$ cat config.mk
export PLATFORM = sky130hd
export DESIGN_NAME = ram_cmd_arbiter
export DESIGN_NICKNAME = d
export VERILOG_FILES = /design/src/rtl/ram_cmd_arbiter.sv
export SDC_FILE = /design/constraint.sdc
export NUM_CORES = 1
export LEC_CHECK = 0
export CORE_ASPECT_RATIO = 1.4
export CORE_MARGIN = 8
export CORE_UTILIZATION = 45
export CTS_CLUSTER_DIAMETER = 100
export DETAILED_ROUTE_END_ITERATION = 10
export PLACE_DENSITY = 0.8
export SYNTH_ARGS = -nofsm -noshare
export SYNTH_HDL_FRONTEND = slang
export SYNTH_SLANG_ARGS = --single-unit
$ cat constraint.sdc
create_clock -name i_clk -period 4.9 [get_ports i_clk]
set_clock_uncertainty 0.2 [all_clocks]
set_input_delay 0.735 -clock i_clk [delete_from_list [all_inputs] [get_ports i_clk]]
set_output_delay 0.735 -clock i_clk [all_outputs]
set_load 0.03 [all_outputs]
$ cat src/rtl/ram_cmd_arbiter.sv
// Round-robin arbiter between two requesters sharing one single-port command RAM.
// Each accepted transaction is expanded into a two-word command sequence and answered with one response pulse.
module ram_cmd_arbiter #(
    parameter int ADDR_SIZE = 8,
    parameter int TIMEOUT   = 15
) (
    input  logic                 i_clk,
    input  logic                 i_rst,
    input  logic                 i_req0_valid,
    output logic                 o_req0_ready,
    input  logic                 i_req0_we,
    input  logic [ADDR_SIZE-1:0] i_req0_addr,
    input  logic [ADDR_SIZE-1:0] i_req0_wdata,
    input  logic                 i_req1_valid,
    output logic                 o_req1_ready,
    input  logic                 i_req1_we,
    input  logic [ADDR_SIZE-1:0] i_req1_addr,
    input  logic [ADDR_SIZE-1:0] i_req1_wdata,
    output logic                 o_rsp0_valid,
    output logic [ADDR_SIZE-1:0] o_rsp0_rdata,
    output logic                 o_rsp0_err,
    output logic                 o_rsp1_valid,
    output logic [ADDR_SIZE-1:0] o_rsp1_rdata,
    output logic                 o_rsp1_err,
    output logic [ADDR_SIZE+1:0] o_ram_din,
    output logic                 o_ram_rx_valid,
    input  logic [ADDR_SIZE-1:0] i_ram_dout,
    input  logic                 i_ram_tx_valid
);
    typedef enum logic [2:0] {S_IDLE, S_ADDR, S_DATA, S_WAIT, S_RESP} state_t;
    localparam int CW = $clog2(TIMEOUT + 1);

    state_t                 r_state;
    state_t                 w_next_state;
    logic                   r_rr_last;
    logic                   r_owner;
    logic                   r_we;
    logic [ADDR_SIZE-1:0]   r_addr;
    logic [ADDR_SIZE-1:0]   r_wdata;
    logic [CW-1:0]          r_cnt;
    logic [ADDR_SIZE+1:0]   r_din_hold;
    logic [ADDR_SIZE-1:0]   r_rdata0;
    logic [ADDR_SIZE-1:0]   r_rdata1;
    logic                   r_err0;
    logic                   r_err1;

    logic                   w_grant;
    logic                   w_accept;
    logic                   w_timeout;
    logic                   w_rsp_load;
    logic [ADDR_SIZE-1:0]   w_rsp_rdata;
    logic                   w_rsp_err;

    // Round robin: a lone requester always wins; on contention the one not served last wins.
    always_comb begin
        w_grant = 1'b0;
        if (i_req0_valid && i_req1_valid) w_grant = ~r_rr_last;
        else if (i_req1_valid)            w_grant = 1'b1;
    end

    assign w_accept  = (r_state == S_IDLE) && (i_req0_valid || i_req1_valid);
    assign w_timeout = (r_cnt == CW'(TIMEOUT));

    always_ff @(posedge i_clk) begin
        if (i_rst) r_state <= S_IDLE;
        else       r_state <= w_next_state;
    end

    always_comb begin
        w_next_state = r_state;
        case (r_state)
            S_IDLE:  if (w_accept) w_next_state = S_ADDR;
            S_ADDR:  w_next_state = S_DATA;
            S_DATA:  w_next_state = r_we ? S_RESP : S_WAIT;
            S_WAIT:  if (i_ram_tx_valid || w_timeout) w_next_state = S_RESP;
            S_RESP:  w_next_state = S_IDLE;
            default: w_next_state = S_IDLE;
        endcase
    end

    // NOTE: every output gets a default first so no path through the case can infer a latch.
    always_comb begin
        o_req0_ready   = 1'b0;
        o_req1_ready   = 1'b0;
        o_ram_rx_valid = 1'b0;
        o_ram_din      = r_din_hold;
        o_rsp0_valid   = 1'b0;
        o_rsp1_valid   = 1'b0;
        case (r_state)
            S_IDLE: begin
                o_req0_ready = i_req0_valid && !w_grant;
                o_req1_ready = i_req1_valid &&  w_grant;
            end
            S_ADDR: begin
                o_ram_rx_valid = 1'b1;
                o_ram_din      = {(r_we ? 2'b00 : 2'b10), r_addr};
            end
            S_DATA: begin
                o_ram_rx_valid = 1'b1;
                o_ram_din      = r_we ? {2'b01, r_wdata} : {2'b11, {ADDR_SIZE{1'b0}}};
            end
            S_RESP: begin
                o_rsp0_valid = !r_owner;
                o_rsp1_valid =  r_owner;
            end
            default: ;
        endcase
    end

    // Result is captured on the cycle that enters RESP: writes carry no data, a timed-out read flags err.
    always_comb begin
        w_rsp_load  = (r_state == S_DATA && r_we) ||
                      (r_state == S_WAIT && (i_ram_tx_valid || w_timeout));
        w_rsp_rdata = (r_state == S_WAIT && i_ram_tx_valid) ? i_ram_dout : '0;
        w_rsp_err   = (r_state == S_WAIT) && !i_ram_tx_valid;
    end

    // NOTE: sequential state uses non-blocking assignments so every register samples pre-edge values.
    always_ff @(posedge i_clk) begin
        if (i_rst) begin
            r_rr_last  <= 1'b1;
            r_owner    <= 1'b0;
            r_we       <= 1'b0;
            r_addr     <= '0;
            r_wdata    <= '0;
            r_cnt      <= '0;
            r_din_hold <= '0;
            r_rdata0   <= '0;
            r_rdata1   <= '0;
            r_err0     <= 1'b0;
            r_err1     <= 1'b0;
        end else begin
            r_din_hold <= o_ram_din;
            r_cnt      <= (r_state == S_WAIT) ? r_cnt + CW'(1) : '0;
            if (w_accept) begin
                r_owner   <= w_grant;
                r_rr_last <= w_grant;
                r_we      <= w_grant ? i_req1_we    : i_req0_we;
                r_addr    <= w_grant ? i_req1_addr  : i_req0_addr;
                r_wdata   <= w_grant ? i_req1_wdata : i_req0_wdata;
            end
            if (w_rsp_load) begin
                if (r_owner) begin
                    r_rdata1 <= w_rsp_rdata;
                    r_err1   <= w_rsp_err;
                end else begin
                    r_rdata0 <= w_rsp_rdata;
                    r_err0   <= w_rsp_err;
                end
            end
        end
    end

    assign o_rsp0_rdata = r_rdata0;
    assign o_rsp0_err   = r_err0;
    assign o_rsp1_rdata = r_rdata1;
    assign o_rsp1_err   = r_err1;
endmodule

After elaboration in Yosys (flattened, before gate mapping)
Index checks and enable logic that the tools add are counted.
Operators by class
  bitwise gates (word level): 3
  shift-type cells: 0
  reductions and logical operators: 20
  div/mod/pow operators: 0
  $mul: 0
  $lt $le $gt $ge: 0
  eq/ne operators: 7
  add/sub/neg operators: 1
  mux-type cells: 18
Operators with widths (number)
  $mux W8: 3
  $pmux W10 S2: 1
  $pmux W3 S4: 1
  $mux W10: 1
  $mux W3: 3
  $logic_and A1 B1 Y1: 8
  $mux W1: 8
  $eq A3 B2 Y1 const B: 2
  $reduce_and A2 Y1: 3
  $add A4 B1 Y4 const B: 1
  $eq A4 B4 Y1 const B: 1
  $ne A2 B2 Y1 const B: 2
  $reduce_or A2 Y1: 2
  $eq A3 B1 Y1 const B: 1
  $eq A3 B3 Y1 const B: 1
  $logic_not A1 Y1: 3
  $logic_not A3 Y1: 1
  $logic_or A1 B1 Y1: 3
  $not A1 Y1: 3
  $mux W2: 1
Storage, ports and cells
  memory bits (writable): 0
  bits in registers: 54
  output and inout bits: 33
  input bits: 47
  word-level logic and storage cells: 61
  latch bits: 0
  ROM bits: 0
  memories kept: 0

Logic depth before layout (Yosys ltp)
  word-level depth: 5
  mapped depth: 7
  depth with buffers taken out: 5

Worst setup path after synthesis
OpenSTA, ideal clock, no wires.
  path type: in2out
  start: in i_req1_valid
  end: out o_req0_ready
  setup slack: 2.277 ns
  stages: 4
  arrival time: 1.688 ns
  path buffers: 2
  cell sequence: a21boi_0 > buf_2 > buf_2 > nor2_1
Between the ends
  longest elaborated chain between the ends: 5
RTL lines
  from (decl): RTL line 14  | input logic i_req1_valid,
  $mux W1 or $logic_and A1 B1 Y1 (tied branches): RTL line 58, 57
  $mux W1 *: RTL line 57  | if (i_req0_valid && i_req1_valid) w_grant = ~r_rr_last;
  $logic_not A1 Y1 *: RTL line 91  | o_req0_ready = i_req0_valid && !w_grant;
  $logic_and A1 B1 Y1 *: RTL line 91
  $mux W1 *: RTL line 89  | case (r_state)
  to (decl): RTL line 10  | output logic o_req0_ready,
Every way passes the cells marked *; elsewhere a longest branch is shown, timed or not.

Final worst setup path
  start: reg r_state[0]
  end: out o_ram_din[7]
Between the ends
  longest elaborated chain between the ends: 2
RTL lines
  from (decl): RTL line 33  | state_t r_state;
  from (signal assigned): RTL line 66  | else r_state <= w_next_state;
  $eq A3 B2 Y1 or $eq A3 B1 Y1 (tied branches): RTL line 89
  $pmux W10 S2 *: RTL line 89
  to (decl): RTL line 25  | output logic [ADDR_SIZE+1:0] o_ram_din,
Marked as above.

==> metrics <==
status finished, final reports clean; Synth-to-Final Area Change 38.1%; crit end category output pin; Pleak 1.35 nW; PwrDens 341 mW/mm2; RSZ-0062 raised after global routing no; first-pass GRT wire length 9.23 mm; maximum VDD drop 0.187 mV; initial core utilization 0.458; Yosys cell types 32; Wirelength per Cell 14.5 um; H-Tree Depth 2; worst r2r path cells 4; Tot GR Track Use 0.143; Reg clk slew, reported paths 0.09 ns; Hold/Removal Path Class register to register; DR vias 1953; GP Congestion 0.767; HP Start r_din_hold[9]; WS Path Type register to output pin; min Tclk post-route 3.65 ns; worst-margin pin slew 1.18 ns; nets@finish 365; Max-cap violations 0; Critical Path Fanout Max 12; required time worst endpoint 3.96 ns; port bufs 79; largest net degree at the start of global routing 52; R2R Setup Slk 2.45 ns; Setup Viol. Count Final 0; Rows 31; Max Freq 274 MHz; Fin. Hold Viols 0; Die W 76.8 um; Die Y 101 um; # fillers 455; Iter 0 DRT Violations 85; DRC errors left 0; CTS tree yes; final wirelength 5.55 mm; clk buf depth 2; syn_area_per_cell 9.42 um2; Synth Flop Type dfxtp_1; Worst Hold Path Cells 2; core box area 0.00508 mm2; max-slew violation count 0; Resize count post-CTS 0; antenna viol nets, final 0; share of cells above drive strength 1 0.0410; Tcrit/Tclk final 0.746; Post-synth ARST share 0; Ys Warns 0; worst flop-to-flop path startpoint r_state[0]; Ports 80; Post-Place Worst Slack 1.36 ns; Post-synth EDFFs 0; vias in the first global route 2012; ANT cells 0; DP HPWL 4.24 mm; initial antenna violation count 0; worst skew pair latency 0.30 ns; Startpoint Class register; Root Driver clkbuf_8; Post-Syn Nets 295; total grt overflow 0; Via density 5.10; #FFs+latches synth 54; Worst Hold End r_din_hold[9]; total CTS buffers 5; Synth Cell Area 0.00233 mm2; Arrival @ worst endpoint 2.72 ns; Slew HR 0.208; die area 0.00776 mm2; cts hold-fix bufs 0; Clock Sinks 54; Post-CTS Setup Bufs 0; reg-to-reg critical path endpoint r_addr[4]; setup_tns 0 ns; fin worst setup slack 1.25 ns; sequential area share after synthesis 0.465; Syn Inst Count 247; DRT Pass-1 Iters 4
## per-stage QoR
step | hold slack (ns) | power, W | util | std cells | instance area, um2
final | 0.274 | 0.00109 | 0.632 | 383 | 3210
after global routing | 0.295 | 0.00116 | 0.632 | 383 | 3210
after CTS | 0.273 | 0.00111 | 0.632 | 383 | 3210
after detailed placement | 0.260 | 0.000878 | 0.617 | 376 | 3130
after global placement | 0.230 | 0.000872 | 0.617 | 376 | 3130
after floorplan | 0.218 | 0.000752 | - | 247 | 2330
## area by class of cell
cell class              count  area, um2  area share
flip-flops and latches     54       1080       0.336
multi-input cells         163       1120       0.349
well taps                  66       82.6      0.0257
clock buffers               5       68.8      0.0214
clock inverters             2       10.0     0.00312
repair buffers             81        806       0.251
inverters                  12       45.0      0.0140
## layer usage
| metal | track usage | vias up | part of all wire |
|---|---|---|---|
| met4 | 0.0446 | 0 | 0.013 |
| met2 | 0.238 | 78 | 0.48 |
| met1 | 0.162 | 874 | 0.43 |
| met3 | 0.0580 | 6 | 0.074 |
| met5 | 0 | - | 0 |
| li1 | - | 995 | - |
## worst max-delay path, stage by stage (launching register included)
cell,delay (ns)
dfxtp_1,0.55
nor3b_1,0.85
a222oi_1,0.24
inv_1,0.11
clkdlybuf4s50_1,0.67
## cell usage in the layout, fill, tap and decap left out
cell type,synthesis,layout
a211oi_1,18,18
xor2_1,2,2
nand2_1,11,11
clkinv_2,0,2
clkdlybuf4s50_1,0,79
nor4bb_1,1,1
and2_1,1,1
nor2b_1,3,2
and3b_1,1,1
a21boi_2,0,1
a211o_1,1,1
a222oi_1,8,8
inv_1,12,12
nand2b_1,20,20
a21oi_1,3,3
nor2_1,37,37
o21ai_0,4,4
a22o_1,1,1
nor3b_1,1,1
o21a_1,2,2
buf_4,3,2
clkbuf_8,0,5
nor3_2,1,1
and3_1,2,2
or2_2,1,1
nand4bb_1,1,1
or3_1,2,2
ha_1,1,1
mux2i_1,36,36
dfxtp_1,54,54
nor2b_2,0,1
nor3_1,1,1
xnor2_1,1,1
nand3_1,2,2
## worst max path at each step
stage                 startpoint           end  slack (ns)  depth (start not counted)
floorplan           i_req1_valid  o_req0_ready        2.28                          4
global placement    i_req1_valid  o_req1_ready        1.40                          5
detailed placement  i_req1_valid  o_req1_ready        1.36                          5
CTS                   r_state[0]  o_ram_din[7]        1.24                          4
global route          r_state[0]  o_ram_din[7]        1.06                          4
finish                r_state[0]  o_ram_din[7]        1.25                          4
## state kept, by name, indices dropped and copies added (netlist names)
| register | flops |
|---|---|
| r_din_hold | 10 |
| o_rsp0_rdata | 8 |
| o_rsp1_rdata | 8 |
| r_addr | 8 |
| r_wdata | 8 |
| r_cnt | 4 |
| r_state | 3 |
| o_rsp0_err | 1 |
| o_rsp1_err | 1 |
| r_owner | 1 |
| r_rr_last | 1 |
| r_we | 1 |
## synthesized netlist by cell type (2+ instances only)
cell / instances / area, um2
a211oi_1: 18 / 135
a21oi_1: 3 / 15.0
a222oi_1: 8 / 80.1
and3_1: 2 / 12.5
buf_2: 7 / 35.0
buf_4: 3 / 22.5
clkbuf_1: 8 / 30.0
dfxtp_1: 54 / 1080
inv_1: 12 / 45.0
mux2i_1: 36 / 360
nand2_1: 11 / 41.3
nand2b_1: 20 / 125
nand3_1: 2 / 10.0
nor2_1: 37 / 139
nor2b_1: 3 / 18.8
o21a_1: 2 / 15.0
o21ai_0: 4 / 20.0
or3_1: 2 / 12.5
xor2_1: 2 / 17.5
## power by group
| part | leakage [nW] | internal (W) | total [W] | switching [W] |
|---|---|---|---|---|
| sequential | 0.441 | 0.000487 | 0.000525 | 0.0000386 |
| combinational | 0.868 | 0.000154 | 0.000341 | 0.000186 |
| clock | 0.0438 | 0.0000962 | 0.000229 | 0.000133 |
| total | 1.35 | 0.000737 | 0.00109 | 0.000358 |
## cells by family after synthesis
family | Yosys count | synth area share
buffers and inverters | 30 | 0.0570
AO/OA/AOI/OAI | 38 | 0.125
multiplexers | 36 | 0.155
adder cells (fa/ha/maj) | 1 | 0.00538
AND/OR/NAND/NOR | 85 | 0.182
XOR/XNOR | 3 | 0.0113
flip-flops | 54 | 0.465
No activity file was read; power rests on OpenSTA's default activity.
==> RTL change: new RTL, config.mk and constraints unchanged <==
`TIMEOUT`: 15 -> 16.
--- a/src/rtl/ram_cmd_arbiter.sv
+++ b/src/rtl/ram_cmd_arbiter.sv
@@ -2,7 +2,7 @@
 // Each accepted transaction is expanded into a two-word command sequence and answered with one response pulse.
 module ram_cmd_arbiter #(
     parameter int ADDR_SIZE = 8,
-    parameter int TIMEOUT   = 15
+    parameter int TIMEOUT   = 16
 ) (
     input  logic                 i_clk,
     input  logic                 i_rst,
Behaviour: no difference found for any inputs over 10 cycles, from zero or initial values and one cycle with i_rst high; that may be too few to reach the edited logic, so the function may still have changed.
==> RTL change against the unedited design <==
Total power is 0.90% higher. Sequential cell count increased by 1. Combinational power rose by 2%. Design area is 2.0% higher. Maximum frequency down 1.9%. Area after synthesis grew 3.3%. Setup slack worse by 70 ps. Routed wire length grew 3.9%. Critical endpoint is now o_ram_din[0]. Largest cell class unchanged. Largest power group unchanged.
==> RTL change: results (changes against the unedited design) <==
<table>
<tr><th>Metric</th><th>Value</th></tr>
<tr><th colspan="2">Place</th></tr>
<tr><td>Setup Slack @ Placement</td><td>1357 ps (-1.640 ps)</td></tr>
<tr><td>Placed cell area</td><td>3206 µm² (+2.3%)</td></tr>
<tr><td>Routability Congestion</td><td>0.7850 (+2.4%)</td></tr>
<tr><th colspan="2">Cells and area</th></tr>
<tr><td>Count of inverters other than clock inverters in the layout</td><td>14 (+2)</td></tr>
<tr><td>Number of nets in the layout</td><td>374 (+2.5%)</td></tr>
<tr><td>Seq. cell area</td><td>1101 µm² (+1.9%)</td></tr>
<tr><td>Multi-input gate share of the layout cell area</td><td>0.3527 (+0.004153)</td></tr>
<tr><td>Multi-input combinational cell count</td><td>167 (+2.5%)</td></tr>
<tr><td>Number of fill cells</td><td>451 (-0.88%)</td></tr>
<tr><td>Post-route core utilization</td><td>0.6355 (+0.003103)</td></tr>
<tr><td>Final Instance Count excl. Fillers</td><td>390 (+1.8%)</td></tr>
<tr><th colspan="2">Power and ir drop</th></tr>
<tr><td>Switching share of power</td><td>0.3243 (-0.002341)</td></tr>
<tr><td>Switching Power</td><td>0.3582 mW (+0.17%)</td></tr>
<tr><td>Peak VDD IR</td><td>0.1721 mV (-7.8%)</td></tr>
<tr><td>Leakage power summed over all cells</td><td>1.371 nW (+1.3%)</td></tr>
<tr><th colspan="2">Run status</th></tr>
<tr><td>Outcome</td><td>complete, no violations</td></tr>
<tr><th colspan="2">Timing</th></tr>
<tr><td>Slew at the pin closest to its max-slew limit</td><td>1067 ps (-115.2 ps)</td></tr>
<tr><th colspan="2">Detailed routing</th></tr>
<tr><td>1st-iter DRT viols</td><td>112 (+32%)</td></tr>
<tr><td>Via count</td><td>2016 (+3.2%)</td></tr>
<tr><td>Met1 layer wirelength in the final routing</td><td>2281 µm (-4.5%)</td></tr>
<tr><td>Avg WL per Cell</td><td>14.79 µm (+2.1%)</td></tr>
<tr><th colspan="2">Synthesis</th></tr>
<tr><td>Number of nets in the synthesized netlist</td><td>303 (+2.7%)</td></tr>
<tr><td>Post-Synth Adder-Cell Area</td><td>0.01041 (+0.005035)</td></tr>
<tr><td>Share of synthesized area spent on multiplexers</td><td>0.1499 (-0.004917)</td></tr>
<tr><td>Sequential-to-total area share from yosys stat</td><td>0.4581 (-0.006421)</td></tr>
<tr><th colspan="2">GRT</th></tr>
<tr><td>Global-route wire length before repair</td><td>9694 µm (+5.1%)</td></tr>
<tr><td>GRT Util Overall</td><td>0.1483 (+0.005488)</td></tr>
</table>
## RTL change: final timing paths
check                     start               to  slack, ps  depth (start not counted)
setup / recovery     r_state[0]     o_ram_din[0]       1180                          4
setup reg to reg     r_state[0]  o_rsp0_rdata[0]       2590                          4
hold reg to reg   r_din_hold[9]    r_din_hold[9]        270                          2
hold / removal    r_din_hold[9]    r_din_hold[9]        270                          2
## RTL change: per-layer routing
| layer | track usage | up-vias |
|---|---|---|
| met5 | 0 | - |
| met1 | 0.1497 | 927 |
| met3 | 0.06690 | 7 |
| met4 | 0.04082 | 0 |
| met2 | 0.2682 | 67 |
| li1 | - | 1015 |
## RTL change: worst max-delay path: stages, from the launching register on
cell and delay (ps):
sky130_fd_sc_hd__dfxtp_1 530, sky130_fd_sc_hd__nor3b_1 910, sky130_fd_sc_hd__a222oi_1 260, sky130_fd_sc_hd__inv_1 110, sky130_fd_sc_hd__clkdlybuf4s50_1 680
